`src/rtl/accumulator_sequencer.sv`:
```
// Window sequencer for an external accumulator: bias preload, WINDOW gated accepts, result capture/hold.
// Optional build macro ACC_AUTO_RESTART_EN chains windows back-to-back after each result handshake.
module accumulator_sequencer #(
    parameter int IN_WIDTH = 14,
    parameter int WINDOW   = 16
) (
    input  logic                clk,
    input  logic                reset,
    input  logic                start,
    input  logic [IN_WIDTH:0]   init,
    input  logic                in_valid,
    input  logic [IN_WIDTH-1:0] in_data,
    output logic                in_ready,
    output logic                out_valid,
    input  logic                out_ready,
    output logic [IN_WIDTH:0]   result,
    output logic                result_ovf,
    output logic                busy,
    output logic                acc_load,
    output logic [IN_WIDTH:0]   acc_init,
    output logic [IN_WIDTH-1:0] acc_a,
    input  logic [IN_WIDTH:0]   acc_y,
    input  logic                acc_overflow
);

    // state   | meaning
    // IDLE    | waiting for start
    // LOAD    | accumulator preloaded with init_reg
    // ACCUM   | accepting samples until WINDOW accepts
    // CAPTURE | latch acc_y and sticky overflow into result
    // HOLD    | result presented until out_ready

    localparam int CW = $clog2(WINDOW + 1);
    localparam logic [CW-1:0] LAST_COUNT = CW'(WINDOW - 1);

    typedef enum logic [2:0] {
        IDLE    = 3'd0,
        LOAD    = 3'd1,
        ACCUM   = 3'd2,
        CAPTURE = 3'd3,
        HOLD    = 3'd4
    } state_t;

    state_t              state;
    state_t              state_nxt;
    logic [CW-1:0]       count;
    logic [IN_WIDTH:0]   init_reg;
    logic                ovf_sticky;
    logic                accept;
    logic                clear_win;
    logic                take_init;

    always_comb begin
        state_nxt = state;
        in_ready  = 1'b0;
        out_valid = 1'b0;
        acc_load  = 1'b0;
        acc_a     = '0;
        accept    = 1'b0;
        clear_win = 1'b0;
        take_init = 1'b0;
        case (state)
            IDLE: begin
                if (start) begin
                    take_init = 1'b1;
                    clear_win = 1'b1;
                    state_nxt = LOAD;
                end
            end
            LOAD: begin
                acc_load  = 1'b1;
                state_nxt = ACCUM;
            end
            ACCUM: begin
                in_ready = 1'b1;
                accept   = in_valid;
                if (accept) begin
                    acc_a = in_data;
                    if (count == LAST_COUNT) begin
                        state_nxt = CAPTURE;
                    end
                end
            end
            CAPTURE: begin
                state_nxt = HOLD;
            end
            HOLD: begin
                out_valid = 1'b1;
                if (out_ready) begin
`ifdef ACC_AUTO_RESTART_EN
                    clear_win = 1'b1;
                    state_nxt = LOAD;
`else
                    state_nxt = IDLE;
`endif
                end
            end
            default: begin
                state_nxt = IDLE;
            end
        endcase
    end

    assign busy     = (state != IDLE);
    assign acc_init = init_reg;

    always_ff @(posedge clk or negedge reset) begin
        if (!reset) begin
            state <= IDLE;
        end else begin
            state <= state_nxt;
        end
    end

    always_ff @(posedge clk or negedge reset) begin
        if (!reset) begin
            count      <= '0;
            init_reg   <= '0;
            ovf_sticky <= 1'b0;
        end else begin
            if (take_init) begin
                init_reg <= init;
            end
            if (clear_win) begin
                count      <= '0;
                ovf_sticky <= 1'b0;
            end else if (accept) begin
                count      <= count + 1'b1;
                ovf_sticky <= ovf_sticky | acc_overflow;
            end
        end
    end

    // acc_y already includes the final accepted sample once CAPTURE is reached
    always_ff @(posedge clk or negedge reset) begin
        if (!reset) begin
            result     <= '0;
            result_ovf <= 1'b0;
        end else if (state == CAPTURE) begin
            result     <= acc_y;
            result_ovf <= ovf_sticky;
        end
    end

endmodule
```
`config.mk`:
```
export PLATFORM = sky130hd
export DESIGN_NAME = accumulator_sequencer
export DESIGN_NICKNAME = d
export VERILOG_FILES = /design/src/rtl/accumulator_sequencer.sv
export SDC_FILE = /design/constraint.sdc
export NUM_CORES = 1
export LEC_CHECK = 0
export ABC_AREA = 1
export CAP_MARGIN = 20
export CORE_MARGIN = 2
export CORE_UTILIZATION = 40
export CTS_BUF_LIST = sky130_fd_sc_hd__clkbuf_8
export CTS_CLUSTER_SIZE = 14
export DETAILED_ROUTE_END_ITERATION = 6
export PLACE_DENSITY = 0.91
export RECOVER_POWER = 25
export SETUP_SLACK_MARGIN = 0.05
export SYNTH_ARGS = -nofsm -noshare
export SYNTH_HDL_FRONTEND = slang
export SYNTH_SLANG_ARGS = --single-unit
```
`constraint.sdc`:
```
create_clock -name clk -period 1.8 [get_ports clk]
set_input_delay 0.36 -clock clk [delete_from_list [all_inputs] [get_ports clk]]
set_output_delay 0.36 -clock clk [all_outputs]
set_load 0.03 [all_outputs]
```
==> impl_metrics.json <==
{
  "wire_per_inst_microns": 12.6,
  "worstHoldPathType": "input pin to asynchronous set/reset pin",
  "fin_cells": 380,
  "fin_ws_ps": -12.6,
  "core_area_sq_um": 4350,
  "ant_nets": 0,
  "globalplace.congestion": 0.723,
  "seq_area_sq_um": 1000,
  "io_pins": 99,
  "synthAdderAreaFrac": 0.0138,
  "multi_input_area_sq_um": 744,
  "fin_crit_ps": 1810,
  "synthCells": 223,
  "ff2ff_path_depth": 7,
  "synth.cell_area_sq_um": 1810,
  "drt-initial-drc-count": 96,
  "slew_headroom": 0.270,
  "synth-compound-area-share": 0.0524,
  "grt_usage": 0.179,
  "fp-row-count": 24,
  "antenna_found_initial": 0,
  "yosys.area_share.simple": 0.294,
  "synth_area_leaders": "dfrtp_1 55%, nand2_1 18%, o21ai_0 5.0%",
  "r2r-end": "acc_init[9]",
  "cp.required_ps": 1440,
  "diodes": 0,
  "syn-num-nets": 275,
  "synth_top_area_frac": 0.552,
  "setup_viol": 2,
  "die_area_sq_um": 5090,
  "drc": 0,
  "critPathMaxFanout": 8,
  "grt_pass1_vias": 1613,
  "ys_seq_elements": 40,
  "vias_per_cell": 4.65,
  "synth_largest_area_cell": "dfrtp_1",
  "start_util": 0.417,
  "avgSynthCellArea_sq_um": 8.14,
  "violations": "setup timing",
  "fp.dieH_microns": 71.3,
  "path_clk_slew_ps": 80,
  "drt-total-wl_microns": 4780,
  "grt_max_degree": 34,
  "power.density_nw_per_um2": 1700,
  "status": "finished with violations",
  "tightest_slew_ps": 1100,
  "drtPass1Iterations": 4,
  "grt_pass1_wl_microns": 7370,
  "vdd.ir_drop.worst_uv": 938,
  "port_buffers": 98,
  "htree_levels": 2,
  "cts_tree": "built",
  "numCtsBuffers": 5,
  "syn2layout_area_growth_pct": 68.6,
  "vias": 1767,
  "rsz0062_at_grt": "true",
  "drive_gt1_frac": 0.165,
  "start_kind": "flip-flop",
  "yosysSeqAreaShare": 0.552,
  "clock_skew_ps": 5.10,
  "fmax_ghz": 0.552,
  "dpl_worst_slack_ps": 53.9,
  "yosysWarnings": 0,
  "grt-ovfl-total": 0,
  "synthMuxAreaShare": 0,
  "slew_violations": 0,
  "dp.cells": 370,
  "n_fill_cell": 333,
  "cts_sinks": 40,
  "leakage_nw": 1.51,
  "hpwl_microns": 3380,
  "clockBufferDepth": 2,
  "crit_type": "flip-flop to output pin",
  "clk_latency_ps": 280,
  "rrSetupSlack_ps": 200,
  "die_x_microns": 71.3,
  "critPathCaptureType": "output pin",
  "synth_xor_area_frac": 0.00483,
  "synth_top_family_by_area": "simple AND/OR/NAND/NOR gates",
  "crit_arrival_ps": 1450,
  "cts_root_buf": "clkbuf_8",
  "nets": 379,
  "synth_cell_type_count": 20,
  "cap_violations": 0,
  "timing.final.crit_share": 1.01,
  "r2r-start": "state[0]",
  "hold_viol": 0
}
==> sequential cells by signal, indices dropped and copies added, names as in the netlist <==
signal and flops:
result 15, acc_init 15, ovf_sticky 1, result_ovf 1, count 5, state 3
==> cell usage in the layout, fill, tap and decap left out <==
cell type        Yosys  routed
nor2_2               0       7
buf_4                1       9
buf_12               0       1
nand3_2              2       2
inv_2                1       1
nor2_4               1       7
nand2_4              0       2
clkbuf_1             2       1
nor2_1              18       5
nand4_1              2       2
clkbuf_8             0       5
o21ai_0             18      18
dfrtp_1             40      40
clkinvlp_4           0       1
clkinv_2             0       1
nor3_1               1       1
nand3b_1             2       2
clkbuf_2             0       3
bufinv_16            0       1
clkdlybuf4s50_1      0      79
nand3_1             11      11
ha_1                 2       2
xor2_1               1       1
a21oi_1              1       1
inv_1               24      24
nand2_1             88      87
buf_6                1      13
nand3_4              1       1
==> logic make-up (layout without fill, tap and decap cells) <==
group / Yosys count / in the layout
AO/OA/AOI/OAI: 19 / 19
AND/OR/NAND/NOR: 126 / 127
adder cells (fa/ha/maj): 2 / 2
flip-flops: 40 / 40
XOR/XNOR: 1 / 1
buffers and inverters: 35 / 139
==> metal layers <==
| metal | part of all wire | track usage | up-vias | wire [microns] |
|---|---|---|---|---|
| met5 | 0 | 0 | - | 0 |
| met4 | 0.017 | 0.0377 | 0 | 83 |
| met2 | 0.51 | 0.308 | 67 | 2420 |
| met1 | 0.41 | 0.227 | 800 | 1960 |
| met3 | 0.067 | 0.0506 | 10 | 319 |
| li1 | - | - | 890 | - |
==> how the worst max path moves through the flow <==
stage,cells after the start,startpoint,end,slack (ps)
floorplan,4,state[0],acc_a[12],70
global placement,5,in_valid,acc_a[3],100
detailed placement,5,in_valid,acc_a[9],50
CTS,5,state[0],busy,5
global route,5,state[0],acc_a[12],-90
finish,5,state[0],acc_a[12],-10
==> report_power, final <==
part / total, mW / switching (mW) / leakage (nW) / internal [mW]
Combinational: 2.96 / 1.80 / 0.948 / 1.17
Sequential: 1.53 / 0.235 / 0.504 / 1.30
Clock: 0.710 / 0.300 / 0.0541 / 0.410
==> per-stage QoR <==
stage	util	hold WS, ps	cell area [sq um]	total power [mW]	setup TNS [ps]
2_1_floorplan	-	64.4	1810	3.18	0
3_3_place_gp	0.649	334	2820	4.26	0
3_5_place_dp	0.649	345	2820	4.35	0
4_1_cts	0.684	26.0	2980	5.15	0
5_1_grt	0.703	349	3060	5.53	-730
6_report	0.703	258	3060	5.21	-20.8
==> final cells by class <==
class,count,area share
Tap cell,52,0.0213
Sequential cell,40,0.327
Clock inverter,3,0.0139
Timing Repair Buffer,106,0.341
Multi-Input combinational cell,149,0.243
Inverter,25,0.0307
Clock buffer,5,0.0225
==> cells in the mapped netlist <==
master and n:
nand2_1 88, dfrtp_1 40, inv_1 24, nor2_1 18, o21ai_0 18, nand3_1 11
buf_2 6, clkbuf_1 2, ha_1 2, nand3_2 2, nand3b_1 2, nand4_1 2
a21oi_1 1, buf_4 1, buf_6 1, inv_2 1, nand3_4 1, nor2_4 1
nor3_1 1, xor2_1 1
==> worst max-delay path: stages (launching register included) <==
cell,delay (ps)
dfrtp_1,420
buf_6,140
nor2_4,170
nand2_4,140
nor2_2,130
buf_4,170
==> repair_timing <==
item / CTS / global route
gates cloned: 1 / 0
setup endpoints to repair: 17 / 19
pin swaps: 0 / 3
endpoints found under the hold margin: 0 / 0
resized for setup: 13 / 29
hold buffers: 0 / 0
setup buffers: 0 / 1
Note: power is estimated with default switching activity, not from simulation.
